<file path="config.mk">
export PLATFORM = sky130hd
export DESIGN_NAME = oak8m_mem_ctrl_flat
export DESIGN_NICKNAME = d
export VERILOG_FILES = /design/src/rtl/oak8m_mem_ctrl_if.sv /design/src/rtl/oak8m_mem_ctrl.sv /design/src/flat_wrapper.sv
export SDC_FILE = /design/constraint.sdc
export NUM_CORES = 1
export LEC_CHECK = 0
export ABC_AREA = 1
export BUFFER_PORTS_ARGS = -buffer_cell sky130_fd_sc_hd__buf_2
export CAP_MARGIN = 0
export CORE_AREA = 4 4 257 322
export CTS_CLUSTER_SIZE = 28
export DETAILED_ROUTE_END_ITERATION = 7
export DIE_AREA = 0 0 261 326
export SYNTH_ARGS = -nofsm -noshare
export SYNTH_HDL_FRONTEND = slang
export SYNTH_SLANG_ARGS = --single-unit
</file>
<file path="constraint.sdc">
create_clock -name clk -period 3.8 [get_ports clk]
set_input_delay 0.19 -clock clk [delete_from_list [all_inputs] [get_ports clk]]
set_output_delay 0.19 -clock clk [all_outputs]
set_load 0.01 [all_outputs]
</file>
<file path="src/rtl/oak8m_mem_ctrl_if.sv">
// Bus bundle between the oak8m core, the memory controller and the external Wishbone SRAM.
// The controller takes the slave view; the core plus SRAM environment take the master view.
interface oak8m_mem_ctrl_if;
    logic        select;
    logic [7:0]  addr;
    logic [7:0]  data_in;
    logic        memory_type_data;
    logic        write;
    logic [7:0]  data_out;
    logic        data_ready;
    logic        bus_error;

    logic        sram_stb_o;
    logic        sram_cyc_o;
    logic        sram_we_o;
    logic [3:0]  sram_sel_o;
    logic [31:0] sram_dat_o;
    logic [9:0]  sram_addr_o;
    logic        sram_ack_i;
    logic [31:0] sram_dat_i;

    modport master (
        output select, addr, data_in, memory_type_data, write, sram_ack_i, sram_dat_i,
        input  data_out, data_ready, bus_error,
               sram_stb_o, sram_cyc_o, sram_we_o, sram_sel_o, sram_dat_o, sram_addr_o
    );

    modport slave (
        input  select, addr, data_in, memory_type_data, write, sram_ack_i, sram_dat_i,
        output data_out, data_ready, bus_error,
               sram_stb_o, sram_cyc_o, sram_we_o, sram_sel_o, sram_dat_o, sram_addr_o
    );
endinterface

</file>
<file path="src/rtl/oak8m_mem_ctrl.sv">
// oak8m memory/IO controller: routes core accesses to code RAM, Wishbone SRAM,
// data RAM or GPIO registers, and aborts SRAM accesses that are never acked.
module oak8m_mem_ctrl #(
    parameter int unsigned CODE_DEPTH = 32,
    parameter int unsigned DATA_DEPTH = 32,
    parameter int unsigned WB_TIMEOUT = 255
) (
    input  logic            clk,
    input  logic            reset,
    input  logic            sram_enable,
    input  logic [7:0]      io_in,
    output logic [7:0]      io_out,
    output logic [7:0]      io_oeb,
    oak8m_mem_ctrl_if.slave bus
);
    localparam int unsigned CODE_AW = (CODE_DEPTH > 1) ? $clog2(CODE_DEPTH) : 1;
    localparam int unsigned DATA_AW = (DATA_DEPTH > 1) ? $clog2(DATA_DEPTH) : 1;
    localparam int unsigned TO_W    = 8;
    localparam logic [TO_W-1:0] TO_LAST = TO_W'(WB_TIMEOUT - 1);

    typedef enum logic [2:0] {
        S_IDLE, S_INT, S_EXT, S_DONE, S_RELEASE
    } state_t;

    state_t            state_q, state_d;
    logic [7:0]        req_addr_q, req_addr_d;
    logic [7:0]        req_wdata_q, req_wdata_d;
    logic              req_write_q, req_write_d;
    logic              req_data_q, req_data_d;
    logic [7:0]        data_out_q, data_out_d;
    logic              data_ready_q, data_ready_d;
    logic              bus_error_q, bus_error_d;
    logic [7:0]        io_out_q, io_out_d;
    logic [7:0]        io_oeb_q, io_oeb_d;
    logic              cyc_q, cyc_d;
    logic              stb_q, stb_d;
    logic              we_q, we_d;
    logic [3:0]        sel_q, sel_d;
    logic [31:0]       wdat_q, wdat_d;
    logic [9:0]        waddr_q, waddr_d;
    logic [TO_W-1:0]   to_cnt_q, to_cnt_d;
    logic              code_we, data_we;

    logic [7:0]         code_mem [CODE_DEPTH];
    logic [7:0]         data_mem [DATA_DEPTH];
    logic [CODE_AW-1:0] code_idx;
    logic [DATA_AW-1:0] data_idx;

    assign code_idx = req_addr_q[CODE_AW-1:0];
    assign data_idx = req_addr_q[DATA_AW-1:0];

    // Next-state and next-output logic; every register keeps its value unless a state says otherwise.
    always_comb begin
        state_d      = state_q;
        req_addr_d   = req_addr_q;
        req_wdata_d  = req_wdata_q;
        req_write_d  = req_write_q;
        req_data_d   = req_data_q;
        data_out_d   = data_out_q;
        data_ready_d = 1'b0;
        bus_error_d  = 1'b0;
        io_out_d     = io_out_q;
        io_oeb_d     = io_oeb_q;
        cyc_d        = cyc_q;
        stb_d        = stb_q;
        we_d         = we_q;
        sel_d        = sel_q;
        wdat_d       = wdat_q;
        waddr_d      = waddr_q;
        to_cnt_d     = to_cnt_q;
        code_we      = 1'b0;
        data_we      = 1'b0;

        case (state_q)
            S_IDLE: begin
                to_cnt_d = '0;
                if (bus.select) begin
                    req_addr_d  = bus.addr;
                    req_wdata_d = bus.data_in;
                    req_write_d = bus.write;
                    req_data_d  = bus.memory_type_data;
                    state_d     = (!bus.memory_type_data && sram_enable) ? S_EXT : S_INT;
                end
            end

            S_INT: begin
                state_d      = S_DONE;
                data_ready_d = 1'b1;
                if (!req_data_q) begin
                    if (req_write_q) code_we = 1'b1;
                    else             data_out_d = code_mem[code_idx];
                end else if (req_addr_q < 8'(DATA_DEPTH)) begin
                    if (req_write_q) data_we = 1'b1;
                    else             data_out_d = data_mem[data_idx];
                end else begin
                    case (req_addr_q)
                        8'hF0: if (!req_write_q) data_out_d = io_in;
                        8'hF1: if (req_write_q) io_out_d = req_wdata_q; else data_out_d = io_out_q;
                        8'hF2: if (req_write_q) io_oeb_d = req_wdata_q; else data_out_d = io_oeb_q;
                        default: if (!req_write_q) data_out_d = 8'h00;
                    endcase
                end
            end

            // Bus signals are registered, so strobe rises one cycle into EXT; ack beats timeout.
            S_EXT: begin
                if (bus.sram_ack_i) begin
                    cyc_d        = 1'b0;
                    stb_d        = 1'b0;
                    we_d         = 1'b0;
                    sel_d        = 4'b0000;
                    if (!req_write_q) data_out_d = bus.sram_dat_i[{req_addr_q[1:0], 3'b000} +: 8];
                    state_d      = S_DONE;
                    data_ready_d = 1'b1;
                end else if (to_cnt_q == TO_LAST) begin
                    cyc_d        = 1'b0;
                    stb_d        = 1'b0;
                    we_d         = 1'b0;
                    sel_d        = 4'b0000;
                    to_cnt_d     = TO_W'(WB_TIMEOUT);
                    data_out_d   = 8'hFF;
                    bus_error_d  = 1'b1;
                    state_d      = S_DONE;
                    data_ready_d = 1'b1;
                end else begin
                    to_cnt_d = to_cnt_q + TO_W'(1);
                    cyc_d    = 1'b1;
                    stb_d    = 1'b1;
                    we_d     = req_write_q;
                    sel_d    = 4'b0001 << req_addr_q[1:0];
                    wdat_d   = {4{req_wdata_q}};
                    waddr_d  = {4'b0000, req_addr_q[7:2]};
                end
            end

            S_DONE: state_d = S_RELEASE;

            // A select still held from the finished access is not a new request.
            S_RELEASE: if (!bus.select) state_d = S_IDLE;

            default: state_d = S_IDLE;
        endcase
    end

    always_ff @(posedge clk or negedge reset) begin
        if (!reset) begin
            state_q      <= S_IDLE;
            req_addr_q   <= '0;
            req_wdata_q  <= '0;
            req_write_q  <= 1'b0;
            req_data_q   <= 1'b0;
            data_out_q   <= '0;
            data_ready_q <= 1'b0;
            bus_error_q  <= 1'b0;
            io_out_q     <= 8'h00;
            io_oeb_q     <= 8'hFF;
            cyc_q        <= 1'b0;
            stb_q        <= 1'b0;
            we_q         <= 1'b0;
            sel_q        <= '0;
            wdat_q       <= '0;
            waddr_q      <= '0;
            to_cnt_q     <= '0;
        end else begin
            state_q      <= state_d;
            req_addr_q   <= req_addr_d;
            req_wdata_q  <= req_wdata_d;
            req_write_q  <= req_write_d;
            req_data_q   <= req_data_d;
            data_out_q   <= data_out_d;
            data_ready_q <= data_ready_d;
            bus_error_q  <= bus_error_d;
            io_out_q     <= io_out_d;
            io_oeb_q     <= io_oeb_d;
            cyc_q        <= cyc_d;
            stb_q        <= stb_d;
            we_q         <= we_d;
            sel_q        <= sel_d;
            wdat_q       <= wdat_d;
            waddr_q      <= waddr_d;
            to_cnt_q     <= to_cnt_d;
        end
    end

    // RAM arrays keep their contents across reset.
    always_ff @(posedge clk) begin
        if (code_we) code_mem[code_idx] <= req_wdata_q;
        if (data_we) data_mem[data_idx] <= req_wdata_q;
    end

    assign bus.data_out    = data_out_q;
    assign bus.data_ready  = data_ready_q;
    assign bus.bus_error   = bus_error_q;
    assign bus.sram_cyc_o  = cyc_q;
    assign bus.sram_stb_o  = stb_q;
    assign bus.sram_we_o   = we_q;
    assign bus.sram_sel_o  = sel_q;
    assign bus.sram_dat_o  = wdat_q;
    assign bus.sram_addr_o = waddr_q;
    assign io_out          = io_out_q;
    assign io_oeb          = io_oeb_q;
endmodule

</file>
<file path="src/flat_wrapper.sv">
// flat-port wrapper written by rule: the top's interface ports become plain ports
module oak8m_mem_ctrl_flat 
#(
    parameter int unsigned CODE_DEPTH = 32,
    parameter int unsigned DATA_DEPTH = 32,
    parameter int unsigned WB_TIMEOUT = 255
)
  (clk, reset, sram_enable, io_in, io_out, io_oeb, bus_select, bus_addr, bus_data_in, bus_memory_type_data, bus_write, bus_sram_ack_i, bus_sram_dat_i, bus_data_out, bus_data_ready, bus_bus_error, bus_sram_stb_o, bus_sram_cyc_o, bus_sram_we_o, bus_sram_sel_o, bus_sram_dat_o, bus_sram_addr_o);
  oak8m_mem_ctrl_if bus_i ();
  input  logic clk;
  input  logic reset;
  input  logic sram_enable;
  input  logic [7:0] io_in;
  output logic [7:0] io_out;
  output logic [7:0] io_oeb;
  input wire logic [$bits(bus_i.select)-1:0] bus_select;
  input wire logic [$bits(bus_i.addr)-1:0] bus_addr;
  input wire logic [$bits(bus_i.data_in)-1:0] bus_data_in;
  input wire logic [$bits(bus_i.memory_type_data)-1:0] bus_memory_type_data;
  input wire logic [$bits(bus_i.write)-1:0] bus_write;
  input wire logic [$bits(bus_i.sram_ack_i)-1:0] bus_sram_ack_i;
  input wire logic [$bits(bus_i.sram_dat_i)-1:0] bus_sram_dat_i;
  output wire logic [$bits(bus_i.data_out)-1:0] bus_data_out;
  output wire logic [$bits(bus_i.data_ready)-1:0] bus_data_ready;
  output wire logic [$bits(bus_i.bus_error)-1:0] bus_bus_error;
  output wire logic [$bits(bus_i.sram_stb_o)-1:0] bus_sram_stb_o;
  output wire logic [$bits(bus_i.sram_cyc_o)-1:0] bus_sram_cyc_o;
  output wire logic [$bits(bus_i.sram_we_o)-1:0] bus_sram_we_o;
  output wire logic [$bits(bus_i.sram_sel_o)-1:0] bus_sram_sel_o;
  output wire logic [$bits(bus_i.sram_dat_o)-1:0] bus_sram_dat_o;
  output wire logic [$bits(bus_i.sram_addr_o)-1:0] bus_sram_addr_o;
  assign bus_i.select = bus_select;
  assign bus_i.addr = bus_addr;
  assign bus_i.data_in = bus_data_in;
  assign bus_i.memory_type_data = bus_memory_type_data;
  assign bus_i.write = bus_write;
  assign bus_i.sram_ack_i = bus_sram_ack_i;
  assign bus_i.sram_dat_i = bus_sram_dat_i;
  assign bus_data_out = bus_i.data_out;
  assign bus_data_ready = bus_i.data_ready;
  assign bus_bus_error = bus_i.bus_error;
  assign bus_sram_stb_o = bus_i.sram_stb_o;
  assign bus_sram_cyc_o = bus_i.sram_cyc_o;
  assign bus_sram_we_o = bus_i.sram_we_o;
  assign bus_sram_sel_o = bus_i.sram_sel_o;
  assign bus_sram_dat_o = bus_i.sram_dat_o;
  assign bus_sram_addr_o = bus_i.sram_addr_o;
  oak8m_mem_ctrl #(.CODE_DEPTH(CODE_DEPTH), .DATA_DEPTH(DATA_DEPTH), .WB_TIMEOUT(WB_TIMEOUT)) u_core (.clk(clk), .reset(reset), .sram_enable(sram_enable), .io_in(io_in), .io_out(io_out), .io_oeb(io_oeb), .bus(bus_i));
endmodule
</file>
## Yosys cells after proc, flatten, opt, wreduce, memory -nomap -nowiden

Memories as Yosys holds them, arrays and structs flattened.
Cells that the tools add are included.

- Bits in latches: 0
- Register bits after elaboration: 99
- Memories: 2
- Logic and storage cells: 94
- Output and inout bits: 75
- Bits in writable memories: 512
- Bits in read-only memories: 0
- Input bits: 63

Memories:

| memory | depth | bits a word | read ports | clocked after memory_dff | wr ports | line | text |
|---|---|---|---|---|---|---|---|
| u_core.code_mem | 32 | 8 | 1 | 0 | 1 | oak8m_mem_ctrl.sv:44 | `logic [7:0] code_mem [CODE_DEPTH];` |
| u_core.data_mem | 32 | 8 | 1 | 0 | 1 | oak8m_mem_ctrl.sv:45 | `logic [7:0] data_mem [DATA_DEPTH];` |

- Shift-type cells: 2
- $lt $le $gt $ge: 1
- Muxes and demuxes: 43
- Divide/modulo/power cells: 0
- Bitwise gates (word level): 3
- $mul: 0
- Reductions and logical operators: 12
- $add $sub $neg: 1
- Equality and inequality tests: 14

Operator list:

| operator | count |
|---|---|
| 2-to-1 mux 8 bit | 13 |
| equality test 8 bit (second input constant) | 4 |
| case mux 8 bit (2 select lines) | 2 |
| indexed part select 32 x 6 -> 8 bit | 1 |
| case mux 8 bit (3 select lines) | 1 |
| 2-to-1 mux 1 bit | 18 |
| case mux 3 bit (5 select lines) | 1 |
| 2-to-1 mux 3 bit | 4 |
| AND reduction 5 bit | 2 |
| adder 8 x 1 -> 8 bit (second input constant) | 1 |
| less-than comparator 8 x 6 -> 1 bit (second input constant) | 1 |
| 2-to-1 mux 4 bit | 2 |
| inequality test 2 bit (second input constant) | 4 |
| equality test 3 x 2 -> 1 bit (second input constant) | 2 |
| AND reduction 3 bit | 2 |
| AND reduction 2 bit | 2 |
| AND reduction 4 bit | 1 |
| nonzero test 2 bit | 2 |
| left shift 1 x 2 -> 4 bit (first input constant) | 1 |
| equality test 3 x 1 -> 1 bit (second input constant) | 1 |
| equality test 3 bit (second input constant) | 1 |
| zero test 3 bit | 1 |
| inequality test 3 x 2 -> 1 bit (second input constant) | 1 |
| inequality test 3 bit (second input constant) | 1 |
| 5 further kinds | 7 |

## Longest topological paths before layout

- Depth after elaboration: 6
- Depth in mapped cells: 16
- Depth with buffers taken out: 13

## Worst setup path before layout

Ideal clock, no wire load.

- Path kind: reg-to-reg
- From: register u_core.req_addr_q[4]
- To: memory u_core.code_mem[4][0] (enable)
- Clock period less this slack: 2.219 ns
- Data required time: 3.417 ns
- Arrival: 1.836 ns
- Setup time: 0.383 ns
- Stages on the path, launching flop included: 6
- Setup slack: 1.581 ns
- Path buffers: 2
- Path through: dfrtp_1 > buf_4 > nor3_2 > buf_2 > inv_1 > nor3_1

RTL lines:

| what | line | text |
|---|---|---|
| start, declared | oak8m_mem_ctrl.sv:26 | `logic [7:0] req_addr_q, req_addr_d;` |
| start signal, assigned | oak8m_mem_ctrl.sv:166 | `req_addr_q <= req_addr_d;` |
| end, declared | oak8m_mem_ctrl.sv:44 |  |

Straight into the memory's write port.

## Worst setup path after layout

- From: register u_core.req_addr_q[1]
- To: register u_core.data_out_q[2], in the netlist u_core.bus.data_out[2]

- Cells in the longest elaborated chain, start to end: 5
- Elaborated cells on any way between the ends: 15
- Those cells by class: order compare: 1; eq/ne: 3; shift: 1; mux: 8; memory: 2

RTL lines:

| what | line | text |
|---|---|---|
| memory read (32 x 8 bit) or equality test 8 bit (tied branches) | n/a |  |
| 2-to-1 mux 8 bit or case mux 8 bit (3 select lines) (tied branches) | oak8m_mem_ctrl.sv:93, oak8m_mem_ctrl.sv:96 |  |
| 2-to-1 mux 8 bit | oak8m_mem_ctrl.sv:92 | `end else if (req_addr_q < 8'(DATA_DEPTH)) begin` |
| 2-to-1 mux 8 bit | oak8m_mem_ctrl.sv:89 | `if (!req_data_q) begin` |
| case mux 8 bit (2 select lines) * | oak8m_mem_ctrl.sv:74 | `case (state_q)` |
| end signal, assigned | oak8m_mem_ctrl.sv:170 | `data_out_q <= data_out_d;` |
| end, declared | oak8m_mem_ctrl.sv:30 | `logic [7:0] data_out_q, data_out_d;` |

Every way passes the cells marked *; elsewhere a longest branch is shown, timed or not. The select of a mux whose other input is x is not followed.
A chain may end at the register's enable or synchronous reset.

==> impl_metrics.env <==
export IMPL_status="complete, no violations"
export IMPL_finalSetupTns_ns=0
export IMPL_yosysSeqAreaShare=0.683
export IMPL_reg2reg_from="u_core.req_addr_q[1]$_DFFE_PN0P_"
export IMPL_switchingPower_mw=8.11
export IMPL_syn_area_per_cell_um2=10.1
export IMPL_skew_ns=0.0270
export IMPL_cts_htree_levels=2
export IMPL_worstPathCellList="buf_4 > nand2_1 > nand2_1 > nand2_1 > nand2_1 > nor2_1 > nand2_1 > nand2_1 > nand3_1 > nand2_1 > nand2_1"
export IMPL_core_area_um2=79700
export IMPL_first_iter_violations=1322
export IMPL_cts_tree="built"
export IMPL_yosysMostFrequentCell="nand2_1"
export IMPL_seqPwrFrac=0.436
export IMPL_timing_rr_end="u_core.bus.data_out[2]$_DFFE_PN0P_"
export IMPL_fmax_mhz=376
export IMPL_synth_common_cells="nand2_1 (1377), edfxtp_1 (512), nand3_1 (82)"
export IMPL_slew_headroom=0.224
export IMPL_multi_input_area_um2=7010
export IMPL_cp_start_kind="flop"
export IMPL_crit_fanout=64
export IMPL_antenna_left=0
export IMPL_comb_power_share=0.313
export IMPL_holdWs_ns=0.0694
export IMPL_worstPathArrival_ns=3.19
export IMPL_cts_resized=0
export IMPL_numClockSinks=587
export IMPL_ys_seq_elements=587
export IMPL_reg2reg_depth=11
export IMPL_synth_edff_count=512
export IMPL_cpPeakStageDelay_ns=0.86
export IMPL_period_share=0.700
export IMPL_syn_inst=2505
export IMPL_cp_required_ns=4.33
export IMPL_grt_ovfl_total=0
export IMPL_drive_gt1_frac=0.131
export IMPL_clk_insertion_delay_late_ns=0.59
export IMPL_ff_latch_area_um2=17300
export IMPL_rrSetupSlack_ns=1.14
export IMPL_holdPathStages=5
export IMPL_grt_setup_unrepaired="no"
export IMPL_async_reset_ff_frac=0.128
export IMPL_core_rowCount=116
export IMPL_synth_area_leaders="edfxtp_1 (61%), nand2_1 (20%), dfrtp_1 (6.6%)"
export IMPL_drt_pass1_iterations=5
export IMPL_grt_pass1_vias=17500
export IMPL_crit_top_cell="nand2_1"
export IMPL_clk_path_buf_depth=3
export IMPL_p_per_area_nw_per_um2=716
export IMPL_grt_max_degree=157
export IMPL_end_kind="flop"
export IMPL_synth_cell_types=39
export IMPL_io_pins=138
export IMPL_finalSetupViolations=0
export IMPL_via_count=17700
export IMPL_dieWidth_um=261
export IMPL_internal_power_mw=12.8
export IMPL_die_y_um=326
export IMPL_min_delay_start="bus_sram_dat_i[29]"
export IMPL_drv_slew=0
export IMPL_ir_drop_uv=621
export IMPL_post_cts_buffers=0
export IMPL_p_sw_frac=0.388
export IMPL_initial_core_util=0.317
export IMPL_n_fill_cell=7894
export IMPL_yosysWarningCount=0
export IMPL_place_port_buffers=133
export IMPL_antenna_cells=0
export IMPL_track_usage=0.156
export IMPL_viasPerCell=4.70
export IMPL_cpMaxStageDelayCell="dfrtp_4"
export IMPL_dpl_hpwl_um=43000
export IMPL_clk_pin_slew_ns=0.07
export IMPL_gp_congestion=0.844
export IMPL_wl_um=68100
export IMPL_p_clk_frac=0.251
export IMPL_hold_viol=0
export IMPL_yosysTopAreaCell="edfxtp_1"
export IMPL_grt_pass1_wl_um=104000
export IMPL_wl_per_cell_um=18.1
export IMPL_syn_area_um2=25300
export IMPL_cts_root_buf="clkbuf_16"
export IMPL_drc=0
export IMPL_drv_cap=0
export IMPL_syn_to_final_growth_pct=15.4
export IMPL_hold_path_class="primary input to flop"
export IMPL_crit_type="flop to flop"
export IMPL_cts_made_buffers=52
export IMPL_synth_top_area_frac=0.608
export IMPL_dieArea_um2=85100
export IMPL_leakage_nw=12.0
export IMPL_antenna_found_initial=1
export IMPL_synth_ff_type="edfxtp_1"
export IMPL_layout_nets=2731
export IMPL_tightestPinTransition_ns=1.16
export IMPL_min_to="u_core.bus.data_out[5]$_DFFE_PN0P_"
export IMPL_fin_crit_ns=2.66
[through the flow]
| stage | instances | area (um^2) | worst slack (ns) | total power [mW] | utilization |
|---|---|---|---|---|---|
| final | 3770 | 29200 | 1.14 | 20.9 | 0.366 |
| after CTS | 3770 | 29200 | 1.14 | 21.0 | 0.366 |
| after global routing | 3770 | 29200 | 0.935 | 22.0 | 0.366 |
| after global placement | 3652 | 27300 | 1.15 | 15.8 | 0.342 |
| after detailed placement | 3652 | 27300 | 1.15 | 15.8 | 0.342 |
| after floorplan | 2508 | 25300 | 1.58 | 13.1 | - |
[how the worst max path moves through the flow]
stage                                           from                                  to  slack, ns
CTS                 u_core.req_addr_q[0]$_DFFE_PN0P_  u_core.bus.data_out[3]$_DFFE_PN0P_       1.14
floorplan           u_core.req_addr_q[4]$_DFFE_PN0P_     u_core.code_mem[4][0]$_DFFE_PP_       1.58
global placement    u_core.req_addr_q[1]$_DFFE_PN0P_  u_core.bus.data_out[7]$_DFFE_PN0P_       1.15
detailed placement  u_core.req_addr_q[0]$_DFFE_PN0P_  u_core.bus.data_out[3]$_DFFE_PN0P_       1.15
global route        u_core.req_addr_q[0]$_DFFE_PN0P_  u_core.bus.data_out[2]$_DFFE_PN0P_       0.94
finish              u_core.req_addr_q[1]$_DFFE_PN0P_  u_core.bus.data_out[2]$_DFFE_PN0P_       1.14
[cell families (layout without fill, tap and decap cells)]
| kind of cell | count (synthesis) | in the layout | share of synthesized area |
|---|---|---|---|
| flops | 587 | 587 | 0.683 |
| simple gates | 1618 | 1618 | 0.253 |
| compound gates | 98 | 98 | 0.0216 |
| other cells | 1 | 4 | 0.000148 |
| xor+xnor | 3 | 3 | 0.00104 |
| fa+ha+maj | 2 | 2 | 0.000990 |
| buf+inv | 196 | 396 | 0.0401 |
[area by class of cell]
class                           instances  share of cell area
Timing Repair Buffer                  251              0.0573
Clock buffer                           65              0.0489
Sequential cell                       587               0.593
Clock inverter                         31             0.00871
Multi-Input combinational cell       1725               0.240
Tap cell                             1062              0.0456
Inverter                               49             0.00656
[power groups by stage]
stage / Clock, mW / Sequential, mW / Combinational (mW)
3_5_place_dp: 0 / 9.24 / 6.56
5_1_grt: 5.58 / 9.18 / 7.27
6_report: 5.25 / 9.11 / 6.54
4_1_cts: 5.32 / 9.11 / 6.59
2_1_floorplan: 0 / 8.82 / 4.27
3_3_place_gp: 0 / 9.22 / 6.54
[routing by layer]
layer / up-vias / share of wire / track usage
met5: - / 0 / 0
met4: 0 / 0.036 / 0.0563
met3: 122 / 0.057 / 0.0167
met2: 563 / 0.50 / 0.275
met1: 8521 / 0.40 / 0.200
li1: 8527 / - / -
[cells in the final DEF, fill, tap and decap left out, types with 6 or more instances in the layout]
| cell type | synthesis | final |
|---|---|---|
| nand2_1 | 1377 | 1377 |
| edfxtp_1 | 512 | 512 |
| buf_2 | 56 | 132 |
| buf_4 | 47 | 92 |
| nand3_1 | 82 | 82 |
| nor2_1 | 70 | 70 |
| nor3_1 | 61 | 61 |
| dfrtp_1 | 67 | 57 |
| clkbuf_16 | 0 | 55 |
| o21ai_0 | 41 | 41 |
| a21oi_1 | 40 | 40 |
| inv_1 | 36 | 36 |
| dlygate4sd3_1 | 0 | 22 |
| clkinv_1 | 2 | 17 |
| clkinv_2 | 0 | 10 |
| inv_2 | 10 | 9 |
| nand4_1 | 8 | 8 |
| dfstp_2 | 8 | 8 |
| a221oi_1 | 7 | 7 |
| clkbuf_1 | 24 | 7 |
| dfrtp_2 | 0 | 7 |
| nor3_2 | 6 | 6 |
[critical path: cells and delay by family (launching register included)]
kind,cells,cell delay [ns]
buffers and inverters,1,0.68
DFF,1,0.86
and+or+nand+nor,10,0.96
[flip-flops by register name (all words and copies together) (netlist names)]
signal	flops
u_core.code_mem	256
u_core.data_mem	256
u_core.bus.data_out	8
u_core.bus.sram_dat_o	8
u_core.io_oeb	8
u_core.io_out	8
u_core.req_addr_q	8
u_core.req_wdata_q	8
u_core.to_cnt_q	8
u_core.bus.sram_addr_o	6
u_core.bus.sram_sel_o	4
u_core.state_q	3
u_core.bus.bus_error	1
u_core.bus.data_ready	1
u_core.bus.sram_cyc_o	1
u_core.bus.sram_we_o	1
u_core.req_data_q	1
u_core.req_write_q	1
[timing repair]
action                                 4_1_cts  5_1_grt
endpoints found under the hold margin       93        0
setup endpoints to repair                    0        0
hold buffers                                22        0
Note: power is estimated with default switching activity, not from simulation.
